==> config.mk <==
export PLATFORM = sky130hd
export DESIGN_NAME = switch_debounce_encoder
export DESIGN_NICKNAME = d
export VERILOG_FILES = /design/src/rtl/switch_debounce_encoder.sv
export SDC_FILE = /design/constraint.sdc
export NUM_CORES = 1
export LEC_CHECK = 0
export CORE_ASPECT_RATIO = 0.5
export CORE_MARGIN = 8
export CORE_UTILIZATION = 47
export DETAILED_ROUTE_END_ITERATION = 8
export SYNTH_ARGS = -nofsm -noshare
export SYNTH_HDL_FRONTEND = slang
export SYNTH_SLANG_ARGS = --single-unit
==> constraint.sdc <==
create_clock -name i_Clk -period 2.51 [get_ports i_Clk]
set_clock_uncertainty 0.05 [all_clocks]
set_input_delay 0.502 -clock i_Clk [delete_from_list [all_inputs] [get_ports i_Clk]]
set_output_delay 0.502 -clock i_Clk [all_outputs]
set_load 0.03 [all_outputs]
==> src/rtl/switch_debounce_encoder.sv <==
// switch_debounce_encoder: synchronises and debounces four push-switches, turns
// debounced releases into one-cycle button events (DV + 2-bit ID), and flags the
// Switch 1 + Switch 2 reset combination while suppressing the events it would cause.
// Build option: define EVENT_ON_PRESS_EN to raise events on debounced presses
// instead of releases; ports and latency are identical in both builds.
// Latency: raw step to debounced level is DEBOUNCE_LIMIT+2 edges; event DV one edge later.
// Backpressure: none; DV is a one-cycle pulse the consumer must sample every cycle.

module switch_debounce_encoder #(
  parameter int DEBOUNCE_LIMIT = 250000
) (
  input  logic       i_Clk,
  input  logic       i_Rst_L,
  input  logic       i_Switch_1,
  input  logic       i_Switch_2,
  input  logic       i_Switch_3,
  input  logic       i_Switch_4,
  output logic       o_Switch_1,
  output logic       o_Switch_2,
  output logic       o_Switch_3,
  output logic       o_Switch_4,
  output logic       o_Reset_Combo,
  output logic       o_Button_DV,
  output logic [1:0] o_Button_ID
);

  localparam int                CNT_W   = $clog2(DEBOUNCE_LIMIT);
  localparam logic [CNT_W-1:0]  CNT_MAX = CNT_W'(DEBOUNCE_LIMIT - 1);

  logic [3:0]            raw;
  logic [3:0]            meta_q;
  logic [3:0]            sync_q;
  logic [3:0]            sw_q, sw_d;
  logic [3:0]            sw_prev_q;
  logic [3:0][CNT_W-1:0] cnt_q, cnt_d;
  logic [3:0]            pending_q, pending_d;
  logic                  combo_prev_q;
  logic                  latch_q, latch_d;

  logic                  combo;
  logic                  combo_rise;
  logic [3:0]            edge_det;
  logic [3:0]            edge_ok;
  logic [3:0]            served;
  logic [1:0]            id_sel;

  assign raw = {i_Switch_4, i_Switch_3, i_Switch_2, i_Switch_1};

  // Per channel: count edges the synchronised input disagrees with the debounced
  // level; the level flips on the edge the count is already at its limit.
  always_comb begin
    sw_d  = sw_q;
    cnt_d = '0;
    for (int i = 0; i < 4; i++) begin
      if (sync_q[i] != sw_q[i]) begin
        if (cnt_q[i] == CNT_MAX) begin
          sw_d[i]  = sync_q[i];
          cnt_d[i] = '0;
        end else begin
          cnt_d[i] = cnt_q[i] + CNT_W'(1);
        end
      end else begin
        cnt_d[i] = '0;
      end
    end
  end

  // Debounced level changes seen one edge late, which is when they become pending.
`ifdef EVENT_ON_PRESS_EN
  assign edge_det = sw_q & ~sw_prev_q;
`else
  assign edge_det = ~sw_q & sw_prev_q;
`endif

  assign combo      = sw_q[0] & sw_q[1];
  assign combo_rise = combo & ~combo_prev_q;

  // Channels 0/1 are muted while the combo is latched and on the edge it forms.
  assign edge_ok = edge_det & {2'b11, {2{~(latch_q | combo_rise)}}};

  // Lowest pending index is the one presented and retired this cycle.
  always_comb begin
    served = '0;
    id_sel = 2'd0;
    if (pending_q[0]) begin
      served[0] = 1'b1;
      id_sel    = 2'd0;
    end else if (pending_q[1]) begin
      served[1] = 1'b1;
      id_sel    = 2'd1;
    end else if (pending_q[2]) begin
      served[2] = 1'b1;
      id_sel    = 2'd2;
    end else if (pending_q[3]) begin
      served[3] = 1'b1;
      id_sel    = 2'd3;
    end
  end

  // Pending set: retire the served bit, merge new edges, and drop the 0/1 events
  // that a forming combo would otherwise leave behind.
  always_comb begin
    pending_d = (pending_q & ~served) | edge_ok;
    if (combo_rise) begin
      pending_d[1:0] = 2'b00;
    end
    latch_d = latch_q;
    if (combo_rise) begin
      latch_d = 1'b1;
    end else if (!sw_q[0] && !sw_q[1]) begin
      latch_d = 1'b0;
    end
  end

  // All state: two-flop synchronisers, debounce counters, edge history, pending, latch.
  always_ff @(posedge i_Clk) begin
    if (!i_Rst_L) begin
      meta_q       <= '0;
      sync_q       <= '0;
      sw_q         <= '0;
      sw_prev_q    <= '0;
      cnt_q        <= '0;
      pending_q    <= '0;
      combo_prev_q <= 1'b0;
      latch_q      <= 1'b0;
    end else begin
      meta_q       <= raw;
      sync_q       <= meta_q;
      sw_q         <= sw_d;
      sw_prev_q    <= sw_q;
      cnt_q        <= cnt_d;
      pending_q    <= pending_d;
      combo_prev_q <= combo;
      latch_q      <= latch_d;
    end
  end

  assign o_Switch_1    = sw_q[0];
  assign o_Switch_2    = sw_q[1];
  assign o_Switch_3    = sw_q[2];
  assign o_Switch_4    = sw_q[3];
  assign o_Reset_Combo = combo;
  assign o_Button_DV   = |pending_q;
  assign o_Button_ID   = id_sel;

endmodule

==> results.toml <==
[cts]
clock_latency_ns = 0.33
clkTransAtPathRegs_ns = 0.07
cts_sinks = 94
cts_resized = 0
ctsHtreeMaxLevel = 3
hold_buffers = 0
cts_buffers = 9
cts_tree = "built"
clockBufferDepth = 2
cts_setup_buffers = 0
root_buffer = "clkbuf_16"

[cells_and_area]
fin_nets = 480
num-fill-cells = 732
diodes = 0
mostFrequentLayoutCells = "94 x dfxtp_1, 79 x nor2_1, 34 x xnor2_1"
mostFrequentLayoutCell = "dfxtp_1"
syn_to_final_growth_pct = 13.95
drive_gt1_share_pct = 5.895

[power]
intPower_mw = 2.319
switchingPower_mw = 0.5867
ir_worst_vdd_mv = 0.3376
p_sw_share_pct = 20.19
p_per_area_nw_per_um2 = 637.3
p_leak_nw = 1.450
total_power_mw = 2.906
pwr-share-comb_pct = 1.3
seq_power_share_pct = 51.7
clock_power_share_pct = 47.0

[setup_path]
critPathMaxFanout = 7
reg2reg_depth = 4
crit_path_end_kind = "output pin"
slowest_delay_ns = 0.66
crit_path_end = "o_Reset_Combo"
cp_slowest_cell = "clkdlybuf4s50_1"
arrival_ns = 1.65
rrSetupSlack_ns = 0.44
r2r-start = "cnt_q[63]"
r2r-end = "cnt_q[67]"
cp-start-kind = "flip-flop"
critical_path_class = "flip-flop to output pin"
worstPathRequired_ns = 1.96
worstPathCellList = "nand2_1, inv_1, clkdlybuf4s50_1"
startpoint = "sw_q[1]"

[yosys]
ys.flop_type = "dfxtp_1"
synthDistinctLibCells = 36
yosys_warnings = 0
syn_inst = 452
synth_seq_cells = 94
synth_area_um2 = 4001
async_flop_share_pct = 0
synth_edf_count = 0
synth.net_count = 462
yosysSeqAreaShare_pct = 47.03
syn_area_per_cell_um2 = 8.853

[floorplan]
coreArea_um2 = 8144
die_x_um = 146.5
num_rows = 23
ios = 14
die_area_um2 = 11900
die_h_um = 81.25
start_util_pct = 49.13

[drt]
drtIter0Drc = 157
ant_nets = 0
wl_per_cell_um = 12.71
wirelength_mm = 7.459
via_per_inst = 5.261
route.detailed.drc = 0
num_vias = 3088
drt_first_pass_iters = 4

[timing]
relSlewSlack_pct = 71.94
fmax_ghz = 0.4545
finalSetupViolCount = 0
hold_viol = 0
rsz0062_at_grt = "no"
timing.final.crit_share_pct = 87.66
worst_slew_pin_slew_ns = 0.4194
period_needed_ns = 2.200
setup_tns_ns = 0
finalMaxSlewViolations = 0

[grt]
grt_max_degree = 19
grt_pass1_vias = 2981
antenna_found_initial = 0
track_usage_pct = 13.24
overflow = 0
grt_pass1_wl_mm = 13.13

[hold_path]
hold_path_class = "flip-flop to flip-flop"

[flow_run]
cap_violations = 0

[placement]
port_buffers = 13
place_congestion = 0.7889
place_hpwl_mm = 5.218

[status]
status = "finished, final reports clean"
==> power by group through the flow <==
stage / Sequential [mW] / Combinational [mW] / Clock, mW
2_1_floorplan: 1.54 / 0.0236 / 0
3_3_place_gp: 1.54 / 0.0369 / 0
3_5_place_dp: 1.54 / 0.0380 / 0
4_1_cts: 1.50 / 0.0382 / 1.40
5_1_grt: 1.50 / 0.0424 / 1.46
6_report: 1.50 / 0.0376 / 1.36
==> critical path: cells and delay by family (launching register included) <==
family / cells / cell delay, ns
AND/OR/NAND/NOR: 1 / 0.12
flip-flops: 1 / 0.46
buffers and inverters: 2 / 0.73
==> how the worst min path moves through the flow <==
stage | startpoint | endpoint | slack [ns] | depth (start not counted)
2_1_floorplan | sw_prev_q[0] | pending_q[0] | 0.35 | 2
3_3_place_gp | sw_prev_q[0] | pending_q[0] | 0.36 | 2
3_5_place_dp | sw_prev_q[0] | pending_q[0] | 0.36 | 2
4_1_cts | sw_prev_q[0] | pending_q[0] | 0.37 | 2
5_1_grt | meta_q[0] | sync_q[0] | 0.39 | 1
6_report | sw_prev_q[0] | pending_q[0] | 0.37 | 2
==> per-stage QoR <==
stage / util, % / area, um2 / instances / hold WS (ns) / setup WS (ns)
finish: 55.98 / 4559 / 587 / 0.3731 / 0.3098
global route: 55.98 / 4559 / 587 / 0.3930 / 0.2144
CTS: 55.98 / 4559 / 587 / 0.3748 / 0.2910
detailed placement: 52.30 / 4259 / 571 / 0.3628 / 0.4504
global placement: 52.30 / 4259 / 571 / 0.3624 / 0.4828
floorplan: - / 4001 / 452 / 0.3497 / 0.5860
==> flip-flops by register name, indices dropped and copies added (netlist names) <==
name	cells
latch_q	1
sync_q	4
pending_q	4
cnt_q	72
sw_q	4
sw_prev_q	4
combo_prev_q	1
meta_q	4
==> cells in the mapped netlist (4+ instances only) <==
| library cell | n | share of area (%) |
|---|---|---|
| inv_1 | 17 | 1.6 |
| dfxtp_1 | 94 | 47 |
| o21ai_0 | 11 | 1.4 |
| nor4_1 | 16 | 2.5 |
| and2_1 | 15 | 2.3 |
| xor2_1 | 25 | 5.5 |
| clkbuf_1 | 7 | 0.66 |
| nor4b_1 | 4 | 0.88 |
| nor2_1 | 79 | 7.4 |
| o31ai_1 | 4 | 0.75 |
| nand4_1 | 20 | 3.1 |
| and4_1 | 5 | 1.1 |
| and3_1 | 4 | 0.63 |
| mux2i_1 | 4 | 1.0 |
| or4_1 | 6 | 1.1 |
| ha_1 | 4 | 1.3 |
| nand2_1 | 28 | 2.6 |
| nand3_1 | 28 | 3.5 |
| nor3_1 | 10 | 1.3 |
| xnor2_1 | 34 | 7.4 |
| a21oi_1 | 9 | 1.1 |
| buf_2 | 4 | 0.50 |
| or3_1 | 7 | 1.1 |
==> layer usage <==
metal | GRT usage, % | share of wire, %
met2 | 23.94 | 49
met4 | 4.587 | 0.42
met1 | 14.87 | 48
met3 | 4.157 | 2.9
met5 | 0 | 0
==> area by class of cell <==
class                   count  area [um2]  share of cell area, %
clock inverters             5       57.56                  1.262
repair buffers             19       175.2                  3.842
flip-flops and latches     94        1882                  41.27
clock buffers              11       242.7                  5.324
multi-input cells         329        1998                  43.83
well taps                 112       140.1                  3.074
inverters                  17       63.81                  1.400
==> cells by family after synthesis <==
| family | share of synthesized area [%] |
|---|---|
| compound gates | 5.503 |
| xor+xnor | 12.91 |
| fa+ha+maj | 1.251 |
| buf+inv | 3.033 |
| flops | 47.03 |
| mux | 1.001 |
| simple gates | 29.27 |
Power figures use the tool's default switching activity.
